`config.mk`:
```
export PLATFORM = sky130hd
export DESIGN_NAME = fetch_pc_seq
export DESIGN_NICKNAME = d
export VERILOG_FILES = /design/src/rtl/wisc_fetch_pkg.sv /design/src/rtl/pc_reg.sv /design/src/rtl/fetch_pc_seq.sv
export SDC_FILE = /design/constraint.sdc
export NUM_CORES = 1
export LEC_CHECK = 0
export CORE_MARGIN = 2
export CORE_UTILIZATION = 42
export CTS_BUF_LIST = sky130_fd_sc_hd__clkbuf_16
export DETAILED_ROUTE_END_ITERATION = 7
export GPL_ROUTABILITY_DRIVEN = 0
export PLACE_DENSITY = 0.91
export SETUP_SLACK_MARGIN = 0.15
export SLEW_MARGIN = 20
export SYNTH_ARGS = -nofsm -noshare
export SYNTH_HDL_FRONTEND = slang
export SYNTH_SLANG_ARGS = --single-unit
```
`constraint.sdc`:
```
create_clock -name clk_i -period 2.1 [get_ports clk_i]
set_input_delay 0.21 -clock clk_i [delete_from_list [all_inputs] [get_ports clk_i]]
set_output_delay 0.21 -clock clk_i [all_outputs]
set_load 0.03 [all_outputs]
```
`src/rtl/wisc_fetch_pkg.sv`:
```
// Shared fetch definitions: word width, PC increment, reset PC and sequencer states.
package wisc_fetch_pkg;

    localparam int unsigned       WORD_W   = 16;
    localparam int unsigned       PC_INC   = 2;
    localparam logic [WORD_W-1:0] RESET_PC = 16'h0000;

    typedef enum logic [1:0] {
        StRun,
        StStall,
        StHalt,
        StFlush
    } fetch_state_e;

endpackage

```
`src/rtl/pc_reg.sv`:
```
// WIDTH-bit register with load enable and synchronous reset value.
module pc_reg #(
    parameter int unsigned       Width    = 16,
    parameter logic [Width-1:0]  ResetVal = '0
) (
    input  logic             clk_i,
    input  logic             rst_i,
    input  logic             en_i,
    input  logic [Width-1:0] d_i,
    output logic [Width-1:0] q_o
);

    logic [Width-1:0] q_q;

    always_ff @(posedge clk_i) begin
        if (rst_i) begin
            q_q <= ResetVal;
        end else if (en_i) begin
            q_q <= d_i;
        end
    end

    assign q_o = q_q;

endmodule

```
`src/rtl/fetch_pc_seq.sv`:
```
// Fetch PC sequencer: PC register, pc+inc, redirect select and run/stall/halt FSM.
// Define FETCH_REDIRECT_BUBBLE_EN to insert a one-cycle invalid FLUSH slot after redirects.
module fetch_pc_seq #(
    parameter int unsigned      WIDTH    = wisc_fetch_pkg::WORD_W,
    parameter logic [WIDTH-1:0] RESET_PC = wisc_fetch_pkg::RESET_PC,
    parameter int unsigned      PC_INC   = wisc_fetch_pkg::PC_INC
) (
    input  logic             clk_i,
    input  logic             rst_i,
    input  logic             stall_i,
    input  logic             redirect_i,
    input  logic [WIDTH-1:0] redirect_target_i,
    input  logic             halt_req_i,
    output logic [WIDTH-1:0] pc_o,
    output logic [WIDTH-1:0] pc_plus2_o,
    output logic             next_pc_sel_o,
    output logic             fetch_valid_o,
    output logic             halted_o,
    output logic             misalign_err_o
);

    import wisc_fetch_pkg::*;

`ifdef FETCH_REDIRECT_BUBBLE_EN
    localparam fetch_state_e RedirSt = StFlush;
`else
    localparam fetch_state_e RedirSt = StRun;
`endif

    fetch_state_e     state_q, state_d;
    logic             fetch_valid_q, fetch_valid_d;
    logic             halted_q, halted_d;
    logic             misalign_q, misalign_d;
    logic             pc_en;
    logic [WIDTH-1:0] pc_d;
    logic [WIDTH-1:0] redirect_pc;

    pc_reg #(
        .Width    (WIDTH),
        .ResetVal (RESET_PC)
    ) u_pc_reg (
        .clk_i (clk_i),
        .rst_i (rst_i),
        .en_i  (pc_en),
        .d_i   (pc_d),
        .q_o   (pc_o)
    );

    assign pc_plus2_o    = pc_o + WIDTH'(PC_INC);
    assign redirect_pc   = {redirect_target_i[WIDTH-1:1], 1'b0};
    assign next_pc_sel_o = redirect_i & ~halt_req_i & (state_q != StHalt) & ~rst_i;

    always_comb begin
        state_d = state_q;
        pc_en   = 1'b0;
        pc_d    = next_pc_sel_o ? redirect_pc : pc_plus2_o;
        unique case (state_q)
            StRun, StStall: begin
                if (halt_req_i) begin
                    state_d = StHalt;
                end else if (redirect_i) begin
                    pc_en   = 1'b1;
                    state_d = RedirSt;
                end else if (stall_i) begin
                    state_d = StStall;
                end else begin
                    pc_en   = 1'b1;
                    state_d = StRun;
                end
            end
            StHalt: begin
                state_d = StHalt;
            end
`ifdef FETCH_REDIRECT_BUBBLE_EN
            // Stall is not sampled here; the following RUN cycle picks it up.
            StFlush: begin
                if (halt_req_i) begin
                    state_d = StHalt;
                end else begin
                    pc_en   = 1'b1;
                    state_d = redirect_i ? StFlush : StRun;
                end
            end
`else
            default: begin
                state_d = StRun;
            end
`endif
        endcase

        fetch_valid_d = (state_d == StRun) || (state_d == StStall);
        halted_d      = (state_d == StHalt);
        misalign_d    = next_pc_sel_o & redirect_target_i[0];
    end

    always_ff @(posedge clk_i) begin
        if (rst_i) begin
            state_q       <= StRun;
            fetch_valid_q <= 1'b0;
            halted_q      <= 1'b0;
            misalign_q    <= 1'b0;
        end else begin
            state_q       <= state_d;
            fetch_valid_q <= fetch_valid_d;
            halted_q      <= halted_d;
            misalign_q    <= misalign_d;
        end
    end

    assign fetch_valid_o  = fetch_valid_q;
    assign halted_o       = halted_q;
    assign misalign_err_o = misalign_q;

endmodule
```
* Word level (Yosys, flattened, before mapping)
Cells that the tools add are included.
** Storage, ports and cells
- Register bits after elaboration :: 21
- Input bits :: 21
- Output and inout port bits :: 36
** Operators by class
- Add/subtract/negate cells :: 1
- Eq/ne operators :: 5
- Muxes and demuxes :: 9
- Bitwise gates (word level) :: 6
- Reduce and logical (&&, ||, !) cells :: 4
** Operators by type and width (count)
- adder 16 x 2 -> 16 bit, second input constant :: 1
- 2-to-1 mux 16 bit :: 1
- 2-to-1 mux 1 bit :: 6
- bitwise AND 1 bit :: 4
- equality test 2 x 1 -> 1 bit, second input constant :: 2
- equality test 2 bit, second input constant :: 2
- zero test 2 bit :: 2
- case mux 2 bit (2 select lines) :: 1
- 2-to-1 mux 2 bit :: 1
- != test 2 bit, second input constant :: 1
- NOT 1 bit :: 2
- OR reduction 2 bit :: 1
- logical OR 1 bit :: 1

* Logic depth before layout (Yosys ltp)
- Depth in word-level cells :: 6
- Depth in mapped cells :: 7
- Mapped depth without buffers :: 5

* Cells and area by module
From an unflattened synthesis, not the netlist that was laid out.
** Unflattened totals
- Cell total of the unflattened synthesis :: 125
- Area, all modules :: 1217.4 µm²
** By module, submodules not included
- fetch_pc_seq :: instances 1, cells each 73, area each 636.9 µm²
- pc_reg :: instances 1, cells each 52, area each 580.6 µm²

* Least setup slack after synthesis
No wires, ideal clock.
- Path kind :: reg-to-output
- Start point :: register u_pc_reg.q_q[1], in the netlist u_pc_reg.q_o[1]
- End point :: output pc_plus2_o[15]
- Arrival time :: 1.912 ns
- Required time :: 1.890 ns
- Slack :: -0.022 ns
- Stages on the path, launching flop included :: 6
- Buffers on the path :: 0
- Path through :: dfxtp_1 ha_1 and3_1 nand2_1 or2_1 xnor2_1
** Between the ends
- Longest elaborated chain between the ends :: 1
** RTL lines
- from (decl) :: RTL line pc_reg.sv:13 : logic [Width-1:0] q_q;
- from (signal assigned) :: RTL line pc_reg.sv:17 : q_q <= ResetVal;
- from (signal assigned) :: RTL line pc_reg.sv:19 : q_q <= d_i;
- adder 16 x 2 -> 16 bit :: RTL line fetch_pc_seq.sv:49 : assign pc_plus2_o = pc_o + WIDTH'(PC_INC);
- to (decl) :: RTL line fetch_pc_seq.sv:15 : output logic [WIDTH-1:0] pc_plus2_o,
No other way between the ends.

* Worst setup path in the final report
- Start point :: register u_pc_reg.q_q[2], in the netlist u_pc_reg.q_o[2]
- End point :: output pc_plus2_o[15]
Same word-level chain as after synthesis.

==> metrics.yaml <==
drtIter0Drc: 88
placed_area_sq_um: 1960
rsz0062_at_grt: "yes"
slew_violations: 0
setup_viol: 0
grt_pass1_vias: 1352
cts-buffers-inserted: 3
nets: 250
slowest_delay_ns: 0.39
yosysUniqueCellTypes: 46
synth.top_cells.by_count: "dfxtp_1 (19), nand3_1 (13), a21oi_1 (11), and3_1 (11), nor2_1 (9)"
core_area_sq_um: 3000
cp_slowest_cell: "dfxtp_2"
finalHoldViolCount: 0
routed-via-count: 1530
fin_worst_skew_ns: 0.00164
vias_per_cell: 5.88
drv_cap: 0
syn_inst: 167
fin_tns_setup_ns: 0
hpwl_mm: 2.89
cp_num_buf_inv: 1
required_ns: 1.89
antenna_found_initial: 0
synth.avg_cell_area_sq_um: 7.87
r2r_slack_ns: 0.49
layout_min_cycle_time_ns: 1.93
grt_max_degree: 23
critPathKind: "reg -> out"
finalCritPeriodShare_pct: 91.7
ir_drop_uv: 262
grt_pass1_wl_mm: 6.31
ios: 57
yosysMostFrequentCell: "dfxtp_1"
post_cts_buffers: 0
cpLargestDelayFamily: "simple AND/OR/NAND/NOR gates"
initial_core_util_pct: 43.8
drive_gt1_share_pct: 20.7
cts_tree: "built"
worstPathArrival_ns: 1.72
max_freq_mhz: 519
cts.sinks: 19
die_h_um: 59.9
detail_route.wirelength_mm: 4.09
area_delta_synth_final_pct: 56.7
portBuffers: 54
synth_edf_count: 0
p_leak_uw: 0.000847
crit_path_end_kind: "primary output"
ys_seq_area_share_pct: 29.0
synthTopCellsByArea: "dfxtp_1 (29%), and3_1 (5.2%), nand3_1 (5.0%)"
status: "complete, no violations"
cts.clk_slew.worst_paths_ns: 0.06
worstSkewPairLatency_ns: 0.25
syn_area_sq_um: 1310
final_cell_area_sq_um: 2060
cellPowerDensity_nw_per_um2: 520
dr.pass1.iters: 4
path_cells: "ha_4 -> and3_4 -> nand2_1 -> or2_1 -> xnor2_2 -> buf_4"
holdBufCountCts: 0
grt_overflow: 0
die_area_sq_um: 3590
num_rows: 20
hold-worst-slack_ns: 0.484
async_reset_ff_share_pct: 0
cts_max_level: 1
synthFlopType: "dfxtp_1"
synth_top_area_cell: "dfxtp_1"
cts_root_buffer: "clkbuf_16"
ys_ff_latch: 19
yosysTopAreaCellShare_pct: 29.0
drc: 0
crit_fanout: 6
grtUsageTotal_pct: 23.6
synth_warnings: 0
crit_path_start_kind: "flop"
die_w_um: 59.9
ant_nets: 0
hold_path.class: "reg -> reg"
clockBufferDepth: 2
n_antenna_cell: 0
wl_per_cell_um: 15.7
final cells by class:
type                       instances  area, sq um
clock buffer                       3         75.1
clock inverter                     1         3.75
fill                             240          945
inverter                           6         22.5
multi-input combinational        131          917
sequential                        19          389
tap                               33         41.3
timing repair buffer              67          609
layout by cell type (no fill, tap or decap), types with 6 or more instances in the layout:
cell type and instances:
a21oi_1 11, and3_1 10, buf_4 20, clkdlybuf4s50_1 41, dfxtp_1 14, inv_1 6
nand2_1 8, nand3_1 12, nor2_1 8, o21ai_0 7
logic make-up after synthesis:
| kind of cell | Yosys count | synth area share, % |
|---|---|---|
| adder cells (fa/ha/maj) | 1 | 0.952 |
| other | 1 | 0.285 |
| XOR/XNOR | 12 | 8.00 |
| AND/OR/NAND/NOR | 73 | 33.7 |
| buffers and inverters | 18 | 6.38 |
| AO/OA/AOI/OAI | 43 | 21.7 |
| flip-flops | 19 | 29.0 |
worst paths after layout:
path                   startpoint          endpoint  cells after the start
setup / recovery  u_pc_reg.q_o[2]    pc_plus2_o[15]                      6
hold reg to reg        state_q[0]     fetch_valid_o                      2
setup reg to reg  u_pc_reg.q_o[7]  u_pc_reg.q_o[10]                      4
hold / removal         state_q[0]     fetch_valid_o                      2
report_power, final:
part	switching [uW]	leakage (uW)	internal, uW
combinational	148	0.000647	127
sequential	24.3	0.000157	377
clock	140	0.0000423	254
total	312	0.000847	758
metrics by stage:
stage / utilization [%] / cells / power [uW] / setup WS, ns
after CTS: 68.3 / 260 / 1070 / 0.121
after detailed placement: 65.1 / 256 / 677 / 0.0916
after global placement: 65.1 / 256 / 675 / 0.183
final: 68.5 / 260 / 1070 / 0.174
after floorplan: - / 168 / 554 / 0.151
after global routing: 68.5 / 260 / 1120 / 0.0885
sequential cells by signal (all words and copies together), names as in the netlist:
signal and cells:
fetch_valid_o 1, misalign_err_o 1, state_q 2, u_pc_reg.q_o 15
metal layers:
metal  vias up  global-route usage (%)  part of all wire [%]  wire (um)
li1        738                       -                     -          -
met1       703                    31.0                    42       1720
met2        84                    38.5                    49       2010
met3         5                    4.55                   7.8        321
met4         0                    7.94                  0.88         36
met5         -                       0                     0          0
what timing repair did:
action | 4_1_cts | 5_1_grt
resized for setup | 12 | 10
setup endpoints to repair | 11 | 7
endpoints found under the hold margin | 0 | 0
tightest hold or removal path, stage by stage (launching register included):
cell and delay, ns:
dfxtp_1 0.32, a21oi_1 0.07, nor2_1 0.07
(Power assumes the default switching activity.)
